[config.mk]
export PLATFORM = sky130hd
export DESIGN_NAME = fb_pixel_fetch
export DESIGN_NICKNAME = d
export VERILOG_FILES = /design/src/rtl/fb_pkg.sv /design/src/rtl/fb_word_fifo.sv /design/src/rtl/fb_pixel_fetch.sv
export SDC_FILE = /design/constraint.sdc
export NUM_CORES = 1
export LEC_CHECK = 0
export ABC_AREA = 1
export BUFFER_PORTS_ARGS = -buffer_cell sky130_fd_sc_hd__buf_4
export CAP_MARGIN = 15
export CORE_AREA = 2 2 167 169
export DETAILED_ROUTE_END_ITERATION = 16
export DIE_AREA = 0 0 169 171
export GPL_TIMING_DRIVEN = 0
export PLACE_DENSITY = 0.69
export SKIP_CTS_REPAIR_TIMING = 1
export SYNTH_ARGS = -nofsm -noshare
export SYNTH_HDL_FRONTEND = slang
export SYNTH_SLANG_ARGS = --single-unit
[constraint.sdc]
create_clock -name clk -period 2.45 [get_ports clk]
set_clock_uncertainty 0.05 [all_clocks]
set_input_delay 0.3675 -clock clk [delete_from_list [all_inputs] [get_ports clk]]
set_output_delay 0.3675 -clock clk [all_outputs]
set_load 0.01 [all_outputs]
[src/rtl/fb_pkg.sv]
// Shared types and helpers for the framebuffer pixel fetch path.
package fb_pkg;

    localparam int PIX_PER_WORD = 4;

    typedef logic [7:0]  pixel_t;
    typedef logic [31:0] fb_word_t;

    typedef enum logic [1:0] {
        IDLE  = 2'd0,
        FETCH = 2'd1,
        DRAIN = 2'd2
    } fetch_state_t;

    // Byte lane 0 (bits 7:0) is the leftmost pixel of a word.
    function automatic pixel_t lane_byte(input fb_word_t w, input logic [1:0] lane);
        return pixel_t'(w >> {lane, 3'b000});
    endfunction

endpackage

[src/rtl/fb_word_fifo.sv]
// Synchronous word FIFO with first-word-fall-through output and a flush.
module fb_word_fifo
    import fb_pkg::*;
#(
    parameter int  DEPTH = 8,
    localparam int CNT_W = $clog2(DEPTH + 1),
    localparam int PTR_W = (DEPTH > 1) ? $clog2(DEPTH) : 1
) (
    input  logic             clk,
    input  logic             rst,
    input  logic             flush,
    input  logic             push,
    input  logic             pop,
    input  fb_word_t         din,
    output fb_word_t         dout,
    output logic [CNT_W-1:0] count
);

    fb_word_t         mem [DEPTH];
    logic [PTR_W-1:0] wr_ptr;
    logic [PTR_W-1:0] rd_ptr;
    logic             do_push;
    logic             do_pop;

    // Pop on empty is dropped; flush overrides both push and pop.
    assign do_push = push && !flush;
    assign do_pop  = pop && (count != '0) && !flush;
    assign dout    = mem[rd_ptr];

    always_ff @(posedge clk or negedge rst) begin
        if (!rst) begin
            wr_ptr <= '0;
            rd_ptr <= '0;
            count  <= '0;
        end else if (flush) begin
            wr_ptr <= '0;
            rd_ptr <= '0;
            count  <= '0;
        end else begin
            if (do_push) wr_ptr <= wr_ptr + PTR_W'(1);
            if (do_pop)  rd_ptr <= rd_ptr + PTR_W'(1);
            case ({do_push, do_pop})
                2'b10:   count <= count + CNT_W'(1);
                2'b01:   count <= count - CNT_W'(1);
                default: count <= count;
            endcase
        end
    end

    always_ff @(posedge clk) begin
        if (do_push) mem[wr_ptr] <= din;
    end

    // The upstream credit scheme must never push into a full FIFO.
    assert property (@(posedge clk) disable iff (!rst)
        !(do_push && !do_pop && (count == CNT_W'(DEPTH))));

endmodule

[src/rtl/fb_pixel_fetch.sv]
// Framebuffer read-ahead: prefetches RAM words into a FIFO and hands out
// one 8-bit pixel per VGA request.
module fb_pixel_fetch
    import fb_pkg::*;
#(
    parameter int                ADDR_W     = 18,
    parameter logic [ADDR_W-1:0] BASE_ADDR  = '0,
    parameter int                IMG_W      = 256,
    parameter int                IMG_H      = 256,
    parameter int                FIFO_DEPTH = 8,
    parameter int                READ_LAT   = 2,
    localparam int               WORDS      = IMG_W * IMG_H / PIX_PER_WORD,
    localparam int               WCNT_W     = $clog2(WORDS + 1),
    localparam int               CNT_W      = $clog2(FIFO_DEPTH + 1)
) (
    input  logic              clk,
    input  logic              rst,
    input  logic              frame_start,
    input  logic              pix_req,
    output pixel_t            pix_data,
    output logic              pix_valid,
    output logic              underflow,
    output logic [ADDR_W-1:0] mem_addr,
    output logic              mem_rd,
    input  fb_word_t          mem_q,
    output fetch_state_t      dbg_state,
    output logic [CNT_W-1:0]  dbg_fifo_count
);

    fetch_state_t        state_q;
    fetch_state_t        state_d;
    logic [WCNT_W-1:0]   word_cnt;
    logic [READ_LAT-1:0] inflight_q;
    logic [CNT_W-1:0]    in_flight;
    logic [CNT_W-1:0]    fifo_count;
    logic [CNT_W:0]      credit_used;
    logic                credit_ok;
    logic                last_issue;
    logic                push;
    logic                pop;
    logic                have_pixel;
    logic [1:0]          lane;
    fb_word_t            fifo_dout;

    always_comb begin
        in_flight = '0;
        for (int i = 0; i < READ_LAT; i++) begin
            in_flight = in_flight + CNT_W'(inflight_q[i]);
        end
    end

    // A read may issue only if its data is guaranteed a FIFO slot on return.
    assign credit_used = {1'b0, fifo_count} + {1'b0, in_flight};
    assign credit_ok   = credit_used < (CNT_W + 1)'(FIFO_DEPTH);
    assign last_issue  = (word_cnt == WCNT_W'(WORDS - 1));

    always_comb begin
        state_d = state_q;
        mem_rd  = 1'b0;
        unique case (state_q)
            IDLE: begin
                if (frame_start) state_d = FETCH;
            end
            FETCH: begin
                if (frame_start) begin
                    state_d = FETCH;
                end else if (credit_ok) begin
                    mem_rd = 1'b1;
                    if (last_issue) state_d = DRAIN;
                end
            end
            DRAIN: begin
                if (frame_start) state_d = FETCH;
            end
            default: state_d = IDLE;
        endcase
    end

    // frame_start discards everything in flight: returning data is never pushed.
    always_ff @(posedge clk or negedge rst) begin
        if (!rst) begin
            state_q    <= IDLE;
            mem_addr   <= BASE_ADDR;
            word_cnt   <= '0;
            inflight_q <= '0;
        end else begin
            state_q <= state_d;
            if (frame_start) begin
                mem_addr   <= BASE_ADDR;
                word_cnt   <= '0;
                inflight_q <= '0;
            end else begin
                inflight_q <= (inflight_q << 1) | READ_LAT'(mem_rd);
                if (mem_rd) begin
                    mem_addr <= mem_addr + ADDR_W'(1);
                    word_cnt <= word_cnt + WCNT_W'(1);
                end
            end
        end
    end

    assign push = inflight_q[READ_LAT-1] && !frame_start;

    fb_word_fifo #(
        .DEPTH (FIFO_DEPTH)
    ) u_fifo (
        .clk   (clk),
        .rst   (rst),
        .flush (frame_start),
        .push  (push),
        .pop   (pop),
        .din   (mem_q),
        .dout  (fifo_dout),
        .count (fifo_count)
    );

    // Request/response: each pix_req cycle yields pix_valid=1 in the next cycle,
    // carrying either the next pixel or 0x00 when starved; no backpressure.
    // The unpacker word is the FIFO head; consuming lane 3 pops it.
    assign have_pixel = (fifo_count != '0);
    assign pop        = pix_req && have_pixel && (lane == 2'd3) && !frame_start;

    always_ff @(posedge clk or negedge rst) begin
        if (!rst) begin
            lane      <= 2'd0;
            pix_data  <= '0;
            pix_valid <= 1'b0;
            underflow <= 1'b0;
        end else if (frame_start) begin
            lane      <= 2'd0;
            pix_valid <= 1'b0;
            underflow <= 1'b0;
        end else if (pix_req) begin
            pix_valid <= 1'b1;
            if (have_pixel) begin
                pix_data <= lane_byte(fifo_dout, lane);
                lane     <= lane + 2'd1;
            end else begin
                pix_data  <= '0;
                underflow <= 1'b1;
            end
        end else begin
            pix_valid <= 1'b0;
        end
    end

    assign dbg_state      = state_q;
    assign dbg_fifo_count = fifo_count;

endmodule

==> flow_metrics.tcl, run 1 <==
set metrics [dict create \
    root_buffer "clkbuf_16" \
    fin_ws_ps 66.47 \
    p_sw_uw 2511 \
    slowest_stage "dfrtp_2" \
    arrival_ps 1970 \
    synth_nets 1299 \
    synth_top_area_share_pct 57.28 \
    critPathBufInv 3 \
    core_area_um2 27320 \
    grt_pass1_vias 9278 \
    path_cells "ha_1 -> a21o_1 -> nand3_2 -> nand3_4 -> inv_4 -> buf_8 -> buf_4" \
    drive_above_1_share_pct 14.78 \
    cellPowerDensity_nw_per_um2 729.1 \
    hold_path_class "in -> reg" \
    dieArea_um2 28900 \
    drc 0 \
    yosys_warnings 0 \
    nFillCells 2252 \
    status "complete, no violations" \
    grt_use_total_pct 23.80 \
    total_power_uw 11500 \
    drt-initial-drc-count 962 \
    synth_top_cell_by_area "edfxtp_1" \
    drt_wl_total_mm 33.82 \
    reg2reg_from "inflight_q[1]" \
    syn_area_um2 13420 \
    cap_violations 0 \
    internal-power_uw 8987 \
    cp-end-kind "output pin" \
    reg2reg_slack_ps 130 \
    clk_latency_ps 520 \
    slowest_delay_ps 410 \
    htreeDepth 2 \
    overflow 0 \
    fin_crit_sh_pct 97.29 \
    finalCriticalPeriod_ps 2384 \
    synthCells 1254 \
    p_clk_share_pct 42.8 \
    antenna_found_initial 0 \
    portBuffers 69 \
    worst-setup-path-type "reg -> out" \
    first_pass_iters 6 \
    nNetsFinal 1421 \
    place.gp.congestion 0.8781 \
    die-width_um 169 \
    synthTopCellsByArea "edfxtp_1, nand2_1, dfrtp_1, nand3_1, buf_2" \
    synth-seq-area-share_pct 68.28 \
    diodes 0 \
    tightest_slew_ps 762.3 \
    cts_tree "built" \
    grt_pass1_wl_mm 51.92 \
    numClockSinks 315 \
    die_h_um 171 \
    avgSynthCellArea_um2 10.70 \
    wl_per_cell_um 19.36 \
    p_seq_share_pct 51.9 \
    synth-seq-cells 315 \
    path_delay_family "flip-flops" \
    path_max_fanout 10 \
    grt_max_degree 60 \
    worst_setup_path_startpoint "u_fifo.count[0]" \
    hold_path_startpoint "mem_q[15]" \
    drtAntennaViolNets 0 \
    synthDistinctLibCells 39 \
    pre_cts_slack_ps -16.56 \
    syn_to_final_growth_pct 17.51 \
    pin_count 71 \
    relSlewSlack_pct 49.18 \
    dpl.hpwl_mm 22.32 \
    cts_buffer_depth 3 \
    max_freq_mhz 419.5 \
    cts_buffers 34 \
    via_count 9632 \
    combPwrFrac_pct 5.3 \
    peakVddDrop_v 0.0006229 \
    setup_viol 0 \
    hold_violations 0 \
    num_rows 61 \
    cp.required_ps 2030 \
    slew_viol_final 0 \
    leakage_uw 0.006193 \
    vias_per_cell 5.513 \
    path_clk_slew_ps 60 \
    p_sw_share_pct 21.84 \
    start_util_pct 49.12 \
    start_kind "register" \
]
## final cells by class
class | count | area (um2) | area share, %
multi-input combinational | 831 | 3827 | 24.27
sequential | 315 | 9165 | 58.12
clock inverter | 21 | 168.9 | 1.071
inverter | 46 | 175.2 | 1.111
buffer | 62 | 326.6 | 2.071
tap | 346 | 432.9 | 2.745
clock buffer | 40 | 903.4 | 5.728
timing repair buffer | 86 | 770.7 | 4.887
## layer usage
layer | global-route usage [%] | share of wire [%] | up-vias
li1 | - | - | 4570
met1 | 31.43 | 41 | 4600
met2 | 40.07 | 48 | 386
met3 | 4.071 | 7.8 | 76
met4 | 8.436 | 3.2 | 0
met5 | 0 | 0 | -
## worst paths after layout
check / end / cells after the start
worst max register to register: u_fifo.mem[3][13] / 5
max in group asynchronous: u_fifo.count[0] / 2
worst max-delay path: mem_rd / 7
worst min-delay path: u_fifo.mem[0][15] / 1
min in group asynchronous: mem_addr[17] / 2
worst min register to register: pix_data[3] / 2
## power groups by stage
stage                     Combinational (uW)  Sequential, uW  Clock, uW
after detailed placement                 582            6080          0
after global placement                   543            6080          0
after floorplan                          254            6090          0
final                                    605            5970       4920
after CTS                                585            5970       4970
after global routing                     669            5980       5200
## layout by cell type, fill, tap and decap left out, drive strengths merged, types with 19 or more instances in the layout
master / n
nor2: 46
nand3: 241
buf: 133
o21ai: 32
inv: 45
clkbuf: 54
dfrtp: 59
clkinv: 19
nand2: 444
edfxtp: 256
## logic make-up after synthesis
| logic type | Yosys count | share of synthesized area (%) |
|---|---|---|
| flip-flops | 315 | 68.28 |
| buffers and inverters | 108 | 3.701 |
| AO/OA/AOI/OAI | 53 | 2.191 |
| adder cells (fa/ha/maj) | 9 | 0.8951 |
| AND/OR/NAND/NOR | 761 | 24.41 |
| XOR/XNOR | 8 | 0.5221 |
## per-stage QoR
step	TNS [ps]	area (um2)	hold slack [ps]	utilization (%)	std cells
floorplan	-62080	13420	21.91	-	1254
global placement	-388480	14370	418.7	52.60	1669
detailed placement	-16.56	14610	422.4	53.48	1677
CTS	-134.1	15690	-98.75	57.41	1738
global route	-16.68	15770	22.38	57.72	1747
finish	0	15770	29.52	57.72	1747
## synthesized netlist by cell type, drive strengths merged
cell type  instances
inv               41
fa                 1
nand4             18
a21o               1
a21oi             10
nor3              10
a21boi             1
xor2               7
o31ai              1
a211oi             1
o22ai              2
ha                 8
nor2              46
a22o               1
edfxtp           256
o21a               1
dfrtp             59
a31o               2
or2                2
buf               48
nand2            444
clkbuf            14
nand3            241
clkinv             5
o21ai             32
xnor2              1
o211ai             1
## flip-flops by register name (all words and copies together), names as in the netlist
register,cells
mem_addr,18
dbg_state,2
u_fifo.rd_ptr,3
u_fifo.count,4
pix_data,8
underflow,1
lane,2
pix_valid,1
u_fifo.wr_ptr,3
u_fifo.mem,256
inflight_q,2
word_cnt,15
Power figures use the tool's default switching activity.
==> inputs of run 2 (changes only) <==
--- a/config.mk
+++ b/config.mk
@@ -9,10 +9,11 @@
 export BUFFER_PORTS_ARGS = -buffer_cell sky130_fd_sc_hd__buf_4
 export CAP_MARGIN = 15
 export CORE_AREA = 2 2 167 169
+export CTS_CLUSTER_SIZE = 12
 export DETAILED_ROUTE_END_ITERATION = 16
 export DIE_AREA = 0 0 169 171
 export GPL_TIMING_DRIVEN = 0
-export PLACE_DENSITY = 0.69
+export PLACE_DENSITY = 0.67
 export SKIP_CTS_REPAIR_TIMING = 1
 export SYNTH_ARGS = -nofsm -noshare
 export SYNTH_HDL_FRONTEND = slang
==> constraint.sdc (replaced) <==
create_clock -name clk -period 3.05 [get_ports clk]
set_clock_uncertainty 0.05 [all_clocks]
set_input_delay 0.4575 -clock clk [delete_from_list [all_inputs] [get_ports clk]]
set_output_delay 0.4575 -clock clk [all_outputs]
set_load 0.01 [all_outputs]
==> flow_metrics.tcl, run 2 (synthesis gave the netlist of run 1 again) <==
set metrics [dict create \
    worst_setup_path_startpoint "u_fifo.count[0]" \
    portBuffers 69 \
    peakVddDrop_v 0.0004552 \
    place.gp.congestion 0.8815 \
    cts_tree "built" \
    nFillCells 2272 \
    numClockSinks 315 \
    drc 0 \
    combPwrFrac_pct 5.0 \
    cp-end-kind "output pin" \
    regMostFlops "u_fifo.mem" \
    setup_tns_ps 0 \
    grt_setup_unrepaired "no" \
    hold_path_class "in -> async" \
    cap_violations 0 \
    diodes 0 \
    wl_met1_mm 13.98 \
    internal-power_uw 7281 \
    slew_viol_final 0 \
    placed_area_um2 14620 \
    p_clk_share_pct 42.9 \
    p_sw_uw 1934 \
    largest_register_ffs 256 \
    status "complete, but fails checks" \
    drt_wl_total_mm 33.01 \
    mostFrequentLayoutCell "nand2_1" \
    syn_to_final_growth_pct 16.92 \
    nNetsFinal 1413 \
    hold_ws_ps -32.31 \
    multiInputGateArea_um2 3820 \
    start_util_pct 49.12 \
    fin_crit_sh_pct 85.77 \
    regArea_um2 9164 \
    die_h_um 171 \
    first_pass_iters 5 \
    relSlewSlack_pct 48.65 \
    dpl.hpwl_mm 22.06 \
    drtAntennaViolNets 0 \
    setup_viol 0 \
    grt_pass1_vias 9181 \
    reg2reg_slack_ps 490 \
    cts_buffers 35 \
    tightest_slew_ps 770.3 \
    arrival_ps 2110 \
    pin_count 71 \
    start_kind "register" \
    vias_per_cell 5.541 \
    fin_ws_ps 434.0 \
    final_cell_mix "nand2_1, edfxtp_1, nand3_1, buf_4, dfrtp_1" \
    cts_buffer_depth 3 \
    htreeDepth 2 \
    root_buffer "clkbuf_16" \
    wl_per_cell_um 19.01 \
    clk_latency_ps 510 \
    violations "negative hold slack" \
    dieArea_um2 28900 \
    wl_met3_mm 2.585 \
    overflow 0 \
    antenna_found_initial 0 \
    cellPowerDensity_nw_per_um2 587.2 \
    reg2reg_to "u_fifo.count[3]" \
    grt_max_degree 60 \
    grt_use_total_pct 23.26 \
    postLayoutCellArea_um2 15690 \
    p_sw_share_pct 20.98 \
    reg_top3 "u_fifo.mem x256, mem_addr x18, word_cnt x15" \
    num_rows 61 \
    drt-initial-drc-count 917 \
    cp.required_ps 2540 \
    finalCriticalPeriod_ps 2616 \
    worst-setup-path-type "reg -> out" \
    grt_pass1_wl_mm 50.83 \
    p_seq_share_pct 52.1 \
    reg2reg_from "u_fifo.count[3]" \
    die-width_um 169 \
    hold_violations 42 \
    leakage_uw 0.006147 \
    max_freq_mhz 382.3 \
    worstSetupEndpoint "mem_rd" \
    path_max_fanout 10 \
    core_area_um2 27320 \
    pre_cts_slack_ps 553.3 \
    met2_length_mm 15.43 \
    ff2ff_path_depth 13 \
    top_layer "met4" \
    drive_above_1_share_pct 13.74 \
    via_count 9619 \
    path_clk_slew_ps 60 \
]
## run 2: cell type report
class                   instances  area share, %
flip-flops and latches        315          58.40
plain buffers                  62          2.057
repair buffers                 77          4.513
multi-input cells             831          24.34
clock buffers                  47          6.140
inverters                      46          1.108
well taps                     346          2.759
clock inverters                12         0.6778
## run 2: worst min path at each step
stage / slack (ps) / start / end / depth (start not counted)
2_1_floorplan: 110 / rst / dbg_state[0] / 0
3_3_place_gp: 420 / pix_data[1] / pix_data[1] / 2
3_5_place_dp: 420 / pix_data[7] / pix_data[7] / 2
4_1_cts: -9 / rst / mem_addr[17] / 1
5_1_grt: 30 / rst / mem_addr[17] / 1
6_report: -30 / rst / mem_addr[17] / 1
## run 2: through the flow
step	total power, uW	hold WS [ps]	utilization [%]	instances
3_5_place_dp	5344	417.5	53.51	1677
4_1_cts	9285	-8.847	57.43	1736
3_3_place_gp	5320	416.2	52.60	1669
2_1_floorplan	5095	111.9	-	1254
6_report	9214	-32.31	57.43	1736
5_1_grt	9498	29.46	57.43	1736
## run 2: power by group through the flow
stage | Combinational, uW | Sequential [uW] | Clock, uW
floorplan | 204 | 4890 | 0
global placement | 437 | 4880 | 0
detailed placement | 461 | 4880 | 0
CTS | 463 | 4800 | 4030
global route | 517 | 4810 | 4180
finish | 462 | 4800 | 3960
## run 2: metal layers
metal / up-vias / global-route usage, %
li1: 4545 / -
met2: 346 / 38.22
met3: 68 / 3.979
met4: 0 / 8.844
met5: - / 0
met1: 4660 / 31.30
## run 2: critical path: stages, from the launching register on
cell      delay [ps]
dfrtp_1          450
ha_1             330
a21o_1           160
nand3_1          130
nand3_4          130
clkinv_2         110
buf_6            160
buf_4            130
